==> src/rtl/redirect_arbiter_if.sv <==
// redirect_arbiter_if
//   Bundles the redirect scheduler's request and response signals.
//   slave  : the arbiter side (samples requests, drives redirect/stats).
//   master : the pipeline side (drives requests, observes redirect/stats).
//   Signals: stall[5:0], flush_req/flush_pc, br_e/br_target, bp_e/bp_target,
//            redirect_valid/redirect_pc/redirect_src, kill_front,
//            bp_cnt/br_cnt/drop_cnt (CNT_W bits each).
interface redirect_arbiter_if #(
    parameter int CNT_W = 16
);
    logic [5:0]       stall;
    logic             flush_req;
    logic [31:0]      flush_pc;
    logic             br_e;
    logic [31:0]      br_target;
    logic             bp_e;
    logic [31:0]      bp_target;
    logic             redirect_valid;
    logic [31:0]      redirect_pc;
    logic [1:0]       redirect_src;
    logic             kill_front;
    logic [CNT_W-1:0] bp_cnt;
    logic [CNT_W-1:0] br_cnt;
    logic [CNT_W-1:0] drop_cnt;

    modport slave (
        input  stall, flush_req, flush_pc, br_e, br_target, bp_e, bp_target,
        output redirect_valid, redirect_pc, redirect_src, kill_front,
               bp_cnt, br_cnt, drop_cnt
    );

    modport master (
        output stall, flush_req, flush_pc, br_e, br_target, bp_e, bp_target,
        input  redirect_valid, redirect_pc, redirect_src, kill_front,
               bp_cnt, br_cnt, drop_cnt
    );
endinterface

==> src/rtl/redirect_arbiter.sv <==
// redirect_arbiter
//   Front-end redirect scheduler. Picks one of flush > br > bp each cycle,
//   holds a single pending redirect while IF is stalled, and after every
//   corrective (br/flush) redirect drops predictor redirects for SQUASH_CYC
//   unstalled cycles. Saturating statistics counters track issued bp/br
//   redirects and dropped bp requests.
//   Ports: clk, rst (synchronous, active-high), bus (redirect_arbiter_if.slave).
//   All outputs are registered; an accepted request appears one cycle later.
module redirect_arbiter #(
    parameter int unsigned SQUASH_CYC = 2,
    parameter int          CNT_W      = 16
) (
    input  logic              clk,
    input  logic              rst,
    redirect_arbiter_if.slave bus
);

    typedef enum logic [1:0] {IDLE, PEND, SQUASH} state_t;
    typedef enum logic [1:0] {SRC_NONE = 2'd0, SRC_BP = 2'd1, SRC_BR = 2'd2, SRC_FLUSH = 2'd3} src_t;

    localparam logic [3:0] SQ_RELOAD = 4'(SQUASH_CYC);

    state_t           state_q, state_d;
    logic [3:0]       sqCnt_q, sqCnt_d;
    src_t             pendSrc_q, pendSrc_d;
    logic [31:0]      pendPc_q, pendPc_d;
    logic             valid_q, kill_q;
    src_t             src_q;
    logic [31:0]      pc_q;
    logic [CNT_W-1:0] bpCnt_q, brCnt_q, dropCnt_q;

    logic        stallIf;
    logic        issue;
    src_t        issueSrc;
    logic [31:0] issuePc;
    logic        bpDrop;
    src_t        candSrc;
    logic [31:0] candPc;

    assign stallIf = bus.stall[1];

    // Next-state and winner selection. A flush bypasses the stall and the
    // pending entry entirely; otherwise the candidate starts as the pending
    // entry and is replaced by an equal-or-higher priority request.
    always_comb begin
        state_d   = state_q;
        sqCnt_d   = sqCnt_q;
        pendSrc_d = pendSrc_q;
        pendPc_d  = pendPc_q;
        issue     = 1'b0;
        issueSrc  = SRC_NONE;
        issuePc   = 32'd0;
        bpDrop    = 1'b0;
        candSrc   = SRC_NONE;
        candPc    = 32'd0;

        if (bus.flush_req) begin
            issue     = 1'b1;
            issueSrc  = SRC_FLUSH;
            issuePc   = bus.flush_pc;
            bpDrop    = bus.bp_e;
            pendSrc_d = SRC_NONE;
            pendPc_d  = 32'd0;
            state_d   = SQUASH;
            sqCnt_d   = SQ_RELOAD;
        end else begin
            if (state_q == PEND) begin
                candSrc = pendSrc_q;
                candPc  = pendPc_q;
            end
            if (bus.br_e) begin
                candSrc = SRC_BR;
                candPc  = bus.br_target;
                bpDrop  = bus.bp_e;
            end else if (bus.bp_e) begin
                // bp loses to a pending br and is always wrong-path in SQUASH
                if (state_q == SQUASH || candSrc == SRC_BR) begin
                    bpDrop = 1'b1;
                end else begin
                    candSrc = SRC_BP;
                    candPc  = bus.bp_target;
                end
            end

            if (candSrc != SRC_NONE) begin
                if (!stallIf) begin
                    issue     = 1'b1;
                    issueSrc  = candSrc;
                    issuePc   = candPc;
                    pendSrc_d = SRC_NONE;
                    pendPc_d  = 32'd0;
                    if (candSrc == SRC_BR) begin
                        state_d = SQUASH;
                        sqCnt_d = SQ_RELOAD;
                    end else begin
                        state_d = IDLE;
                        sqCnt_d = 4'd0;
                    end
                end else begin
                    pendSrc_d = candSrc;
                    pendPc_d  = candPc;
                    state_d   = PEND;
                    sqCnt_d   = 4'd0;
                end
            end else if (state_q == SQUASH && !stallIf) begin
                // the window only counts cycles in which IF actually advances
                if (sqCnt_q <= 4'd1) begin
                    sqCnt_d = 4'd0;
                    state_d = IDLE;
                end else begin
                    sqCnt_d = sqCnt_q - 4'd1;
                end
            end
        end
    end

    // State, pending entry, registered outputs and saturating counters.
    always_ff @(posedge clk) begin
        if (rst) begin
            state_q    <= IDLE;
            sqCnt_q    <= 4'd0;
            pendSrc_q  <= SRC_NONE;
            pendPc_q   <= 32'd0;
            valid_q    <= 1'b0;
            kill_q     <= 1'b0;
            src_q      <= SRC_NONE;
            pc_q       <= 32'd0;
            bpCnt_q    <= '0;
            brCnt_q    <= '0;
            dropCnt_q  <= '0;
        end else begin
            state_q   <= state_d;
            sqCnt_q   <= sqCnt_d;
            pendSrc_q <= pendSrc_d;
            pendPc_q  <= pendPc_d;
            valid_q   <= issue;
            kill_q    <= issue && (issueSrc == SRC_BR || issueSrc == SRC_FLUSH);
            src_q     <= issueSrc;
            pc_q      <= issuePc;
            if (issue && issueSrc == SRC_BP && bpCnt_q != '1) begin
                bpCnt_q <= bpCnt_q + 1'b1;
            end
            if (issue && issueSrc == SRC_BR && brCnt_q != '1) begin
                brCnt_q <= brCnt_q + 1'b1;
            end
            if (bpDrop && dropCnt_q != '1) begin
                dropCnt_q <= dropCnt_q + 1'b1;
            end
        end
    end

    assign bus.redirect_valid = valid_q;
    assign bus.redirect_pc    = pc_q;
    assign bus.redirect_src   = src_q;
    assign bus.kill_front     = kill_q;
    assign bus.bp_cnt         = bpCnt_q;
    assign bus.br_cnt         = brCnt_q;
    assign bus.drop_cnt       = dropCnt_q;

endmodule

==> src/flat_wrapper.sv <==
// flat-port wrapper written by rule: the top's interface ports become plain ports
module redirect_arbiter_flat 
#(
    parameter int unsigned SQUASH_CYC = 2,
    parameter int          CNT_W      = 16
)
  (clk, rst, bus_stall, bus_flush_req, bus_flush_pc, bus_br_e, bus_br_target, bus_bp_e, bus_bp_target, bus_redirect_valid, bus_redirect_pc, bus_redirect_src, bus_kill_front, bus_bp_cnt, bus_br_cnt, bus_drop_cnt);
  redirect_arbiter_if #(.CNT_W(CNT_W)) bus_i ();
  input  logic clk;
  input  logic rst;
  input wire logic [$bits(bus_i.stall)-1:0] bus_stall;
  input wire logic [$bits(bus_i.flush_req)-1:0] bus_flush_req;
  input wire logic [$bits(bus_i.flush_pc)-1:0] bus_flush_pc;
  input wire logic [$bits(bus_i.br_e)-1:0] bus_br_e;
  input wire logic [$bits(bus_i.br_target)-1:0] bus_br_target;
  input wire logic [$bits(bus_i.bp_e)-1:0] bus_bp_e;
  input wire logic [$bits(bus_i.bp_target)-1:0] bus_bp_target;
  output wire logic [$bits(bus_i.redirect_valid)-1:0] bus_redirect_valid;
  output wire logic [$bits(bus_i.redirect_pc)-1:0] bus_redirect_pc;
  output wire logic [$bits(bus_i.redirect_src)-1:0] bus_redirect_src;
  output wire logic [$bits(bus_i.kill_front)-1:0] bus_kill_front;
  output wire logic [$bits(bus_i.bp_cnt)-1:0] bus_bp_cnt;
  output wire logic [$bits(bus_i.br_cnt)-1:0] bus_br_cnt;
  output wire logic [$bits(bus_i.drop_cnt)-1:0] bus_drop_cnt;
  assign bus_i.stall = bus_stall;
  assign bus_i.flush_req = bus_flush_req;
  assign bus_i.flush_pc = bus_flush_pc;
  assign bus_i.br_e = bus_br_e;
  assign bus_i.br_target = bus_br_target;
  assign bus_i.bp_e = bus_bp_e;
  assign bus_i.bp_target = bus_bp_target;
  assign bus_redirect_valid = bus_i.redirect_valid;
  assign bus_redirect_pc = bus_i.redirect_pc;
  assign bus_redirect_src = bus_i.redirect_src;
  assign bus_kill_front = bus_i.kill_front;
  assign bus_bp_cnt = bus_i.bp_cnt;
  assign bus_br_cnt = bus_i.br_cnt;
  assign bus_drop_cnt = bus_i.drop_cnt;
  redirect_arbiter #(.SQUASH_CYC(SQUASH_CYC), .CNT_W(CNT_W)) u_core (.clk(clk), .rst(rst), .bus(bus_i));
endmodule
==> config.mk <==
export PLATFORM = sky130hd
export DESIGN_NAME = redirect_arbiter_flat
export DESIGN_NICKNAME = d
export VERILOG_FILES = /design/src/rtl/redirect_arbiter_if.sv /design/src/rtl/redirect_arbiter.sv /design/src/flat_wrapper.sv
export SDC_FILE = /design/constraint.sdc
export NUM_CORES = 1
export LEC_CHECK = 0
export CAP_MARGIN = 0
export CORE_MARGIN = 5
export CORE_UTILIZATION = 35
export DETAILED_ROUTE_END_ITERATION = 8
export GPL_ROUTABILITY_DRIVEN = 0
export PLACE_DENSITY = 0.66
export SLEW_MARGIN = 20
export SYNTH_ARGS = -nofsm -noshare
export SYNTH_HDL_FRONTEND = slang
export SYNTH_SLANG_ARGS = --single-unit
==> constraint.sdc <==
create_clock -name clk -period 1.8 [get_ports clk]
set_input_delay 0.27 -clock clk [delete_from_list [all_inputs] [get_ports clk]]
set_output_delay 0.27 -clock clk [all_outputs]
set_load 0.05 [all_outputs]
==> impl_metrics.env <==
export IMPL_hold_buffers=0
export IMPL_cts_tree="yes"
export IMPL_power_density_nw_per_um2=774
export IMPL_cap_violations=0
export IMPL_cp_startpoint="u_core.bus.bp_cnt[0]"
export IMPL_slew_viol_final=0
export IMPL_switching_share=0.254
export IMPL_wire_per_inst_um=17.7
export IMPL_htreeDepth=4
export IMPL_rsz0062_at_grt="yes"
export IMPL_ant_nets=0
export IMPL_die_y_um=140
export IMPL_power_frac_clock=0.461
export IMPL_io_pins=191
export IMPL_final_common_cell="buf_4"
export IMPL_rr_startpoint="u_core.bus.bp_cnt[0]"
export IMPL_antenna_found_initial=0
export IMPL_drtIter0Drc=373
export IMPL_grt_pass1_wl_um=30800
export IMPL_crit_fanout=3
export IMPL_clock_sinks=124
export IMPL_worstSkewPairLatency_ps=420
export IMPL_start_kind="register"
export IMPL_postSynthAreaPerCell_sq_um=8.74
export IMPL_design_area_sq_um=9520
export IMPL_power_switching_mw=1.87
export IMPL_hp_start="rst"
export IMPL_grt_total_usage=0.193
export IMPL_worst_slew_pin_slew_ps=522
export IMPL_fin_tns_setup_ps=0
export IMPL_ys_ff_latch=124
export IMPL_finalNetCount=1040
export IMPL_portBuffers=185
export IMPL_p_comb_frac=0.152
export IMPL_hold_path_class="primary input to register"
export IMPL_placed_area_sq_um=8610
export IMPL_die_area_sq_um=19500
export IMPL_syn2layout_area_growth_pct=61.5
export IMPL_hold_viol=0
export IMPL_synth_ff_type="dfxtp_1"
export IMPL_async_reset_ff_frac=0
export IMPL_status="finished, final reports clean"
export IMPL_p_int_mw=5.50
export IMPL_place_hpwl_um=13600
export IMPL_vdd_drop_max_mv=0.645
export IMPL_firstDrtPassIters=5
export IMPL_vias=6259
export IMPL_wl_um=20500
export IMPL_slew_headroom=0.654
export IMPL_finalWorstSetupSlack_ps=32.3
export IMPL_grt_overflow=0
export IMPL_netlist_top_cells_area="dfxtp_1 (42%), a32o_1 (11%), nand3_1 (6.5%), nand2_1 (3.9%), nand2b_1 (3.8%)"
export IMPL_pre_cts_ws_ps=-498
export IMPL_std_cell_rows=47
export IMPL_fp_dieW_um=140
export IMPL_yosysSeqAreaShare=0.421
export IMPL_setup_viol=0
export IMPL_yosysTopAreaCellShare=0.421
export IMPL_crit_required_ps=2140
export IMPL_ys_warn_count=0
export IMPL_grt_max_degree=34
export IMPL_clk_pin_slew_ps=50
export IMPL_skew_ps=9.63
export IMPL_timing_fmax_ghz=0.566
export IMPL_place_inst=1123
export IMPL_syn_inst=674
export IMPL_period_needed_ps=1770
export IMPL_drive_above_1_share=0.288
export IMPL_clockBufferDepth=2
export IMPL_grt_pass1_vias=5807
export IMPL_coreArea_sq_um=16500
export IMPL_syn_num_nets=786
export IMPL_initial_utilization=0.357
export IMPL_arrival_ps=2110
export IMPL_diodes=0
export IMPL_cts_buffers=17
export IMPL_ys_types=67
export IMPL_p_seq_frac=0.387
export IMPL_stdcell_count=1160
export IMPL_power_leakage_nw=3.84
export IMPL_syn_cell_area_sq_um=5890
export IMPL_finalCritPeriodShare=0.982
export IMPL_cts_root_buf="clkbuf_16"
export IMPL_drc_errors=0
export IMPL_synth_edf_count=0
export IMPL_final_util=0.576
export IMPL_final_cell_mix="buf_4 (124), clkdlybuf4s50_1 (98), nand3_1 (75), dfxtp_1 (75), a32o_1 (64)"
export IMPL_vias_per_cell=5.40
export IMPL_criticalPathCategory="register to register"
export IMPL_synth_area_leader_cell="dfxtp_1"
export IMPL_critPathCaptureType="register"
-- final timing paths --
check                     endpoint  slack, ps  cells past startpoint
max reg2reg  u_core.bus.bp_cnt[14]         30                      7
max          u_core.bus.bp_cnt[14]         30                      7
min reg2reg    u_core.pendPc_q[14]        470                      1
min          u_core.bus.bp_cnt[13]        320                      3
-- state kept, by name (all words and copies together) (netlist names) --
register / flops
u_core.bus.redirect_pc: 32
u_core.sqCnt_q: 4
u_core.bus.redirect_src: 2
u_core.bus.bp_cnt: 16
u_core.pendPc_q: 32
u_core.bus.br_cnt: 16
u_core.state_q: 2
u_core.bus.redirect_valid: 1
u_core.pendSrc_q: 2
u_core.bus.drop_cnt: 16
u_core.bus.kill_front: 1
-- kinds of logic (layout without fill, tap and decap cells) --
| kind of cell | count (synthesis) | after routing | share of synthesized area |
|---|---|---|---|
| AOI/OAI and AO/OA | 152 | 152 | 0.213 |
| xor gates and xnor gates | 13 | 13 | 0.0193 |
| adders and majority gates | 5 | 5 | 0.0106 |
| buffers and inverters | 59 | 325 | 0.0391 |
| DFF | 124 | 124 | 0.421 |
| muxes | 11 | 11 | 0.0210 |
| and+or+nand+nor | 310 | 310 | 0.276 |
-- final cells by class --
class / instances / area [sq um]
Clock buffer: 25 / 495
Clock inverter: 6 / 83.8
Fill cell: 1500 / 7010
Inverter: 14 / 52.6
Multi-Input combinational cell: 491 / 3480
Sequential cell: 124 / 2570
Tap cell: 220 / 275
Timing Repair Buffer: 280 / 2560
-- synth_stat cells (all sizes together) (7+ instances only) --
master	n
mux2	8
nand3	76
nand4	20
a31o	9
dfxtp	124
buf	9
nor2b	9
or3	9
nor3	13
a21oi	26
clkbuf	36
nand2	62
o21ai	15
xnor2	7
and3	7
nand2b	36
a32o	65
nor4	7
inv	13
nor2	47
-- power groups by stage --
stage	sequential [mW]	combinational, mW	clock (mW)
2_1_floorplan	3.11	0.360	0
3_3_place_gp	2.91	1.09	0
3_5_place_dp	2.91	1.09	0
4_1_cts	2.85	1.08	3.45
5_1_grt	2.86	1.19	3.58
6_report	2.85	1.12	3.39
-- metrics by stage --
step                      power (mW)  hold slack, ps
after floorplan                 3.47             396
final                           7.37             318
after CTS                       7.39             304
after detailed placement        4.00             453
after global routing            7.63             318
after global placement          4.00             446
-- layer usage --
metal	vias up	wire length, um	GRT usage
li1	3053	-	-
met3	23	995	0.0412
met5	-	0	0
met1	3016	9170	0.258
met4	0	366	0.0622
met2	167	9950	0.312
-- repair_timing --
item / in CTS / in global routing
pin swaps: 2 / 20
gates resized for setup: 45 / 55
gates cloned: 0 / 2
buffers inserted: 0 / 4
endpoints found under the hold margin: 0 / 0
endpoints found under the setup margin: 97 / 94
-- critical path: stages, from the launching register on --
cell      delay [ps]
dfxtp_4          350
ha_4             160
and3_4           190
a211oi_4         270
buf_4            160
nand4_1          100
or3_1            350
a21oi_1          120
No activity file was read; power rests on OpenSTA's default activity.
